$ cat config.mk
export PLATFORM = sky130hd
export DESIGN_NAME = store_rmw_unit
export DESIGN_NICKNAME = d
export VERILOG_FILES = /design/src/rtl/store_rmw_pkg.sv /design/src/rtl/store_lane_merge.sv /design/src/rtl/store_rmw_unit.sv
export SDC_FILE = /design/constraint.sdc
export NUM_CORES = 1
export LEC_CHECK = 0
export CORE_ASPECT_RATIO = 1.1
export CORE_MARGIN = 5
export CORE_UTILIZATION = 40
export CTS_CLUSTER_SIZE = 10
export DETAILED_ROUTE_END_ITERATION = 10
export PLACE_DENSITY_LB_ADDON = 0.12
export SLEW_MARGIN = 10
export SYNTH_ARGS = -nofsm -noshare
export SYNTH_HDL_FRONTEND = slang
export SYNTH_HIERARCHICAL = 1
export SYNTH_SLANG_ARGS = --single-unit
export TNS_END_PERCENT = 30
$ cat constraint.sdc
create_clock -name clk -period 4.7 [get_ports clk]
set_input_delay 0.47 -clock clk [delete_from_list [all_inputs] [get_ports clk]]
set_output_delay 0.47 -clock clk [all_outputs]
set_load 0.05 [all_outputs]
$ cat src/rtl/store_rmw_pkg.sv
// Shared store-type codes, FSM state encoding and size helper for the store RMW engine.
package store_rmw_pkg;

    localparam logic [1:0] ST_SB = 2'd0;
    localparam logic [1:0] ST_SH = 2'd1;
    localparam logic [1:0] ST_SW = 2'd2;
    localparam logic [1:0] ST_SD = 2'd3;

    typedef enum logic [2:0] {
        S_IDLE  = 3'd0,
        S_RD    = 3'd1,
        S_WAIT  = 3'd2,
        S_WRITE = 3'd3,
        S_ERR   = 3'd4
    } state_e;

    function automatic int size_bytes(input logic [1:0] st_type);
        int sz;
        case (st_type)
            ST_SB:   sz = 1;
            ST_SH:   sz = 2;
            ST_SW:   sz = 4;
            default: sz = 8;
        endcase
        return sz;
    endfunction

endpackage

$ cat src/rtl/store_lane_merge.sv
// Combinational byte-lane merge: drops the low size bytes of data into old_word at offset.
module store_lane_merge
    import store_rmw_pkg::*;
#(
    parameter int unsigned DATA_W = 32,
    parameter int unsigned OFF_W  = $clog2(DATA_W / 8)
) (
    input  logic [DATA_W-1:0] old_word,
    input  logic [DATA_W-1:0] data,
    input  logic [1:0]        st_type,
    input  logic [OFF_W-1:0]  offset,
    output logic [DATA_W-1:0] merged
);

    localparam int unsigned NB = DATA_W / 8;

    logic [DATA_W-1:0] data_sh;
    logic [NB-1:0]     lane_en;
    int                lane_lo;
    int                lane_hi;

    always_comb begin
        data_sh = data << {offset, 3'b000};
        lane_lo = int'(offset);
        lane_hi = lane_lo + size_bytes(st_type);
        for (int i = 0; i < int'(NB); i++) begin
            lane_en[i] = (i >= lane_lo) && (i < lane_hi);
        end
        for (int i = 0; i < int'(NB); i++) begin
            merged[i*8 +: 8] = lane_en[i] ? data_sh[i*8 +: 8] : old_word[i*8 +: 8];
        end
    end

endmodule

$ cat src/rtl/store_rmw_unit.sv
// Read-modify-write store engine for a data memory without byte enables.
// Define STORE_RMW_MISALIGN_TRAP_EN to reject misaligned/illegal stores via the error path.
module store_rmw_unit
    import store_rmw_pkg::*;
#(
    parameter int unsigned DATA_W = 32,
    parameter int unsigned ADDR_W = 32
) (
    input  logic              clk,
    input  logic              rst_n,
    input  logic              req_valid,
    output logic              req_ready,
    input  logic [ADDR_W-1:0] req_addr,
    input  logic [DATA_W-1:0] req_data,
    input  logic [1:0]        req_type,
    output logic              mem_rd_en,
    input  logic              mem_rd_valid,
    input  logic [DATA_W-1:0] mem_rd_data,
    output logic              mem_wr_en,
    output logic [DATA_W-1:0] mem_wr_data,
    output logic [ADDR_W-1:0] mem_addr,
    output logic              done,
    output logic              err
);

    localparam int unsigned OFF_W = $clog2(DATA_W / 8);

    state_e            state_q, state_d;
    logic [ADDR_W-1:0] addr_q, addr_d;
    logic [DATA_W-1:0] data_q, data_d;
    logic [1:0]        type_q, type_d;
    logic              rd_en_q, rd_en_d;
    logic              wr_en_q, wr_en_d;
    logic              done_q, done_d;
    logic [DATA_W-1:0] wr_data_q, wr_data_d;
    logic [ADDR_W-1:0] mem_addr_q, mem_addr_d;

    logic [1:0]        req_type_eff;
    logic [OFF_W-1:0]  req_off, req_mask, req_off_eff;
    logic              req_full;
    logic [DATA_W-1:0] merged;
`ifdef STORE_RMW_MISALIGN_TRAP_EN
    logic              req_misalign;
    logic              err_q, err_d;
`endif

    // Decode the incoming request: effective type, naturally aligned offset, full-width flag.
    always_comb begin
        req_type_eff = req_type;
`ifndef STORE_RMW_MISALIGN_TRAP_EN
        if (DATA_W == 32 && req_type == ST_SD) req_type_eff = ST_SW;
`endif
        req_off     = req_addr[OFF_W-1:0];
        req_mask    = OFF_W'(size_bytes(req_type_eff) - 1);
        req_off_eff = req_off & ~req_mask;
        req_full    = size_bytes(req_type_eff) == int'(DATA_W / 8);
`ifdef STORE_RMW_MISALIGN_TRAP_EN
        req_misalign = ((req_off & req_mask) != '0) || (DATA_W == 32 && req_type == ST_SD);
`endif
    end

    store_lane_merge #(
        .DATA_W (DATA_W),
        .OFF_W  (OFF_W)
    ) u_merge (
        .old_word (mem_rd_data),
        .data     (data_q),
        .st_type  (type_q),
        .offset   (addr_q[OFF_W-1:0]),
        .merged   (merged)
    );

    always_comb begin
        state_d = state_q;
        addr_d  = addr_q;
        data_d  = data_q;
        type_d  = type_q;
        case (state_q)
            S_IDLE: begin
                if (req_valid) begin
                    addr_d  = {req_addr[ADDR_W-1:OFF_W], req_off_eff};
                    data_d  = req_data;
                    type_d  = req_type_eff;
                    state_d = req_full ? S_WRITE : S_RD;
`ifdef STORE_RMW_MISALIGN_TRAP_EN
                    if (req_misalign) state_d = S_ERR;
`endif
                end
            end
            S_RD:    state_d = S_WAIT;
            S_WAIT:  if (mem_rd_valid) state_d = S_WRITE;
            S_WRITE: state_d = S_IDLE;
            S_ERR:   state_d = S_IDLE;
            default: state_d = S_IDLE;
        endcase

        // Outputs are registered decodes of the state being entered.
        rd_en_d   = (state_d == S_RD);
        wr_en_d   = (state_d == S_WRITE);
        done_d    = (state_d == S_WRITE) || (state_d == S_ERR);
        wr_data_d = '0;
        if (state_d == S_WRITE) wr_data_d = (state_q == S_WAIT) ? merged : data_d;
        mem_addr_d = '0;
        if (state_d == S_RD || state_d == S_WAIT || state_d == S_WRITE) begin
            mem_addr_d = {addr_d[ADDR_W-1:OFF_W], {OFF_W{1'b0}}};
        end
`ifdef STORE_RMW_MISALIGN_TRAP_EN
        err_d = (state_d == S_ERR);
`endif
    end

    always_ff @(posedge clk or negedge rst_n) begin
        if (!rst_n) begin
            state_q    <= S_IDLE;
            addr_q     <= '0;
            data_q     <= '0;
            type_q     <= '0;
            rd_en_q    <= 1'b0;
            wr_en_q    <= 1'b0;
            done_q     <= 1'b0;
            wr_data_q  <= '0;
            mem_addr_q <= '0;
`ifdef STORE_RMW_MISALIGN_TRAP_EN
            err_q      <= 1'b0;
`endif
        end else begin
            state_q    <= state_d;
            addr_q     <= addr_d;
            data_q     <= data_d;
            type_q     <= type_d;
            rd_en_q    <= rd_en_d;
            wr_en_q    <= wr_en_d;
            done_q     <= done_d;
            wr_data_q  <= wr_data_d;
            mem_addr_q <= mem_addr_d;
`ifdef STORE_RMW_MISALIGN_TRAP_EN
            err_q      <= err_d;
`endif
        end
    end

    assign req_ready   = (state_q == S_IDLE);
    assign mem_rd_en   = rd_en_q;
    assign mem_wr_en   = wr_en_q;
    assign mem_wr_data = wr_data_q;
    assign mem_addr    = mem_addr_q;
    assign done        = done_q;
`ifdef STORE_RMW_MISALIGN_TRAP_EN
    assign err = err_q;
`else
    assign err = 1'b0;
`endif

endmodule

==> impl_metrics.yaml <==
sta:
  setup_viol: 0
  finalCritPeriodShare_pct: 71.7
  hold_viol_final: 0
  tns_ps: 0
  period_minus_slack_ps: 3370
  drv_slew: 0
  relSlewSlack_pct: 25.2
  rsz0062_at_grt: "false"
  clock_skew_ps: 4.49
  max_freq_mhz: 297
  worst_pin_slew_ps: 1120
finish:
  fillerInstances: 1328
  drive_above_1_share_pct: 12.9
  nets: 840
  final_core_util_pct: 55.6
  syn_to_final_growth_pct: 37.0
  insertedDiodeCount: 0
floorplan:
  die_area_um2: 17800
  core-area_um2: 15000
  initial_utilization_pct: 40.6
  rows: 47
  die_h_um: 139
  die_x_um: 128
  io_pins: 171
synthesis:
  synth_top_area_share_pct: 55.1
  synth_compound_area_share_pct: 10.1
  synth_common_cells: "dfrtp_1, nand2_1, mux2_2"
  synth.largest_area_cell: "dfrtp_1"
  synth.distinct_cells: 38
  synth_top_family_by_area: "simple AND/OR/NAND/NOR gates"
  postSynthCellCount: 587
  async_flop_share_pct: 100
  netlist_area_um2: 6090
  synth_edf_count: 0
  synth_area_leaders: "dfrtp_1, mux2_2, nand2_1"
  yosys.area_share.simple_pct: 18.1
  yosys_warnings: 6
  synth.area.mux_share_pct: 11.3
  synth_xor_area_share_pct: 0
  synth_adder_area_share_pct: 0.534
  synth_ff_type: "dfrtp_1"
  synth-seq-cells: 134
  postSynthAreaPerCell_um2: 10.4
  seq_area_frac_synth_pct: 55.1
  yosysMostFrequentCell: "dfrtp_1"
routing:
  wire_per_inst_um: 18.6
  drt_iter0_drc: 462
  first_pass_iters: 4
  drc: 0
  postRouteWirelength_um: 17600
  vias: 4938
  wirelength_met1_um: 7050
  drtAntennaViolNets: 0
  wl_met2_um: 8890
  vias_per_cell: 5.24
  wl_met3_um: 1410
  top_layer: "met4"
global_route:
  grt_use_total_pct: 20.1
  grt_max_degree: 107
  grt-ovfl-total: 0
  grt_pass1_vias: 5002
  antenna_found_initial: 0
  grt_pass1_wl_um: 27900
pwr:
  swShare_pct: 32.8
  power_frac_seq_pct: 39.2
  p_comb_share_pct: 29.0
  p_int_uw: 2550
  max-vdd-ir-drop_mv: 0.237
  switchingPower_uw: 1240
  p_leak_uw: 0.00360
  p_clk_share_pct: 31.9
  cellPowerDensity_nw_per_um2: 454
placement:
  portBuffers: 167
  dp_hpwl_um: 12000
  gp_congestion: 0.902
cts:
  clockRootBuffer: "clkbuf_16"
  cts_hold_buffers: 0
  clock_latency_ps: 410
  cts_resized: 0
  path_clk_slew_ps: 60
  cts_buffers: 17
  cts.sinks: 134
  post-cts-setup-buffers: 0
  cts_max_level: 4
  clk_path_buf_depth: 2
  cts_tree: "yes"
hold_path:
  hold_class: "input port to asynchronous set/reset pin"
setup_path:
  required_ps: 4970
  reg2reg_from: "addr_q[1]"
  rrSetupSlack_ps: 1330
  path_max_fanout: 30
  critPathArrivalTime_ps: 3640
  critPathLaunchType: "register"
  cp-startpoint: "addr_q[1]"
  crit_path_end_kind: "register"
  crit_type: "register to register"
run_status:
  status: "complete, no violations"
run:
  maxCapViolations: 0
==> critical path: stages (launching register included) <==
cell and delay [ps]:
dfrtp_1 940, inv_1 170, fa_1 500, nor2b_1 180, or2_1 420, a21oi_4 390, mux2_2 380, o22ai_1 170
nor3_1 70
==> path summary, 6_finish.rpt <==
path                              endpoint  cells past startpoint
max in group asynchronous     mem_addr[18]                      2
hold reg to reg                 addr_q[12]                      1
setup / recovery           mem_wr_data[14]                      8
hold / removal              mem_wr_data[6]                      1
setup reg to reg           mem_wr_data[14]                      8
min in group clk                addr_q[12]                      1
==> registers in the layout, indices dropped and copies added (netlist names) <==
name         flops
data_q          32
mem_wr_en        1
mem_wr_data     32
mem_addr        30
done             1
state_q          3
addr_q          32
type_q           2
mem_rd_en        1
==> through the flow <==
stage / instance area, um2 / hold slack, ps / setup WS [ps] / power (uW) / std cells
3_3_place_gp: 7810 / 458 / 1500 / 2570 / 913
3_5_place_dp: 7810 / 465 / 1390 / 2600 / 913
6_report: 8340 / 176 / 1330 / 3790 / 943
2_1_floorplan: 6100 / 174 / 1930 / 2220 / 590
4_1_cts: 8340 / 223 / 1380 / 3820 / 943
5_1_grt: 8340 / 264 / 1100 / 3990 / 943
==> per-layer routing <==
metal,GRT usage [%],up-vias
li1,-,2315
met1,24.8,2414
met2,33.6,187
met3,7.24,22
met4,4.97,0
met5,0,-
==> power by group through the flow <==
stage / Combinational [uW] / Sequential (uW) / Clock [uW]
2_1_floorplan: 592 / 1630 / 0
3_3_place_gp: 1080 / 1500 / 0
3_5_place_dp: 1100 / 1500 / 0
4_1_cts: 1100 / 1490 / 1240
5_1_grt: 1190 / 1510 / 1290
6_report: 1100 / 1480 / 1210
==> cell usage in the layout (no fill, tap or decap), drive strengths merged, types with 5 or more instances in the layout <==
| cell | Yosys | final |
|---|---|---|
| nor2 | 13 | 13 |
| buf | 33 | 8 |
| inv | 5 | 5 |
| a21oi | 50 | 50 |
| clkbuf | 14 | 22 |
| mux2 | 54 | 54 |
| a2111oi | 8 | 8 |
| nor3 | 49 | 49 |
| clkdlybuf4s50 | 0 | 166 |
| nor2b | 42 | 42 |
| o21ai | 11 | 11 |
| nand2 | 115 | 115 |
| o22ai | 31 | 31 |
| mux2i | 8 | 8 |
| dfrtp | 134 | 134 |
==> logic make-up (layout without fill, tap and decap cells) <==
kind of cell               count (synthesis)  in the layout
muxes                                     62             62
adders and majority gates                  2              2
and+or+nand+nor                          232            232
buffers and inverters                     52            209
AOI/OAI and AO/OA                        104            104
DFF                                      134            134
other                                      1              4
==> cell type report <==
class / instances / area [um2] / share of cell area (%)
clock buffers: 22 / 454 / 5.44
well taps: 196 / 245 / 2.94
inverters: 5 / 18.8 / 0.225
repair buffers: 174 / 1730 / 20.7
multi-input cells: 404 / 2470 / 29.6
flip-flops and latches: 134 / 3350 / 40.2
clock inverters: 8 / 78.8 / 0.945
(Power assumes the default switching activity.)
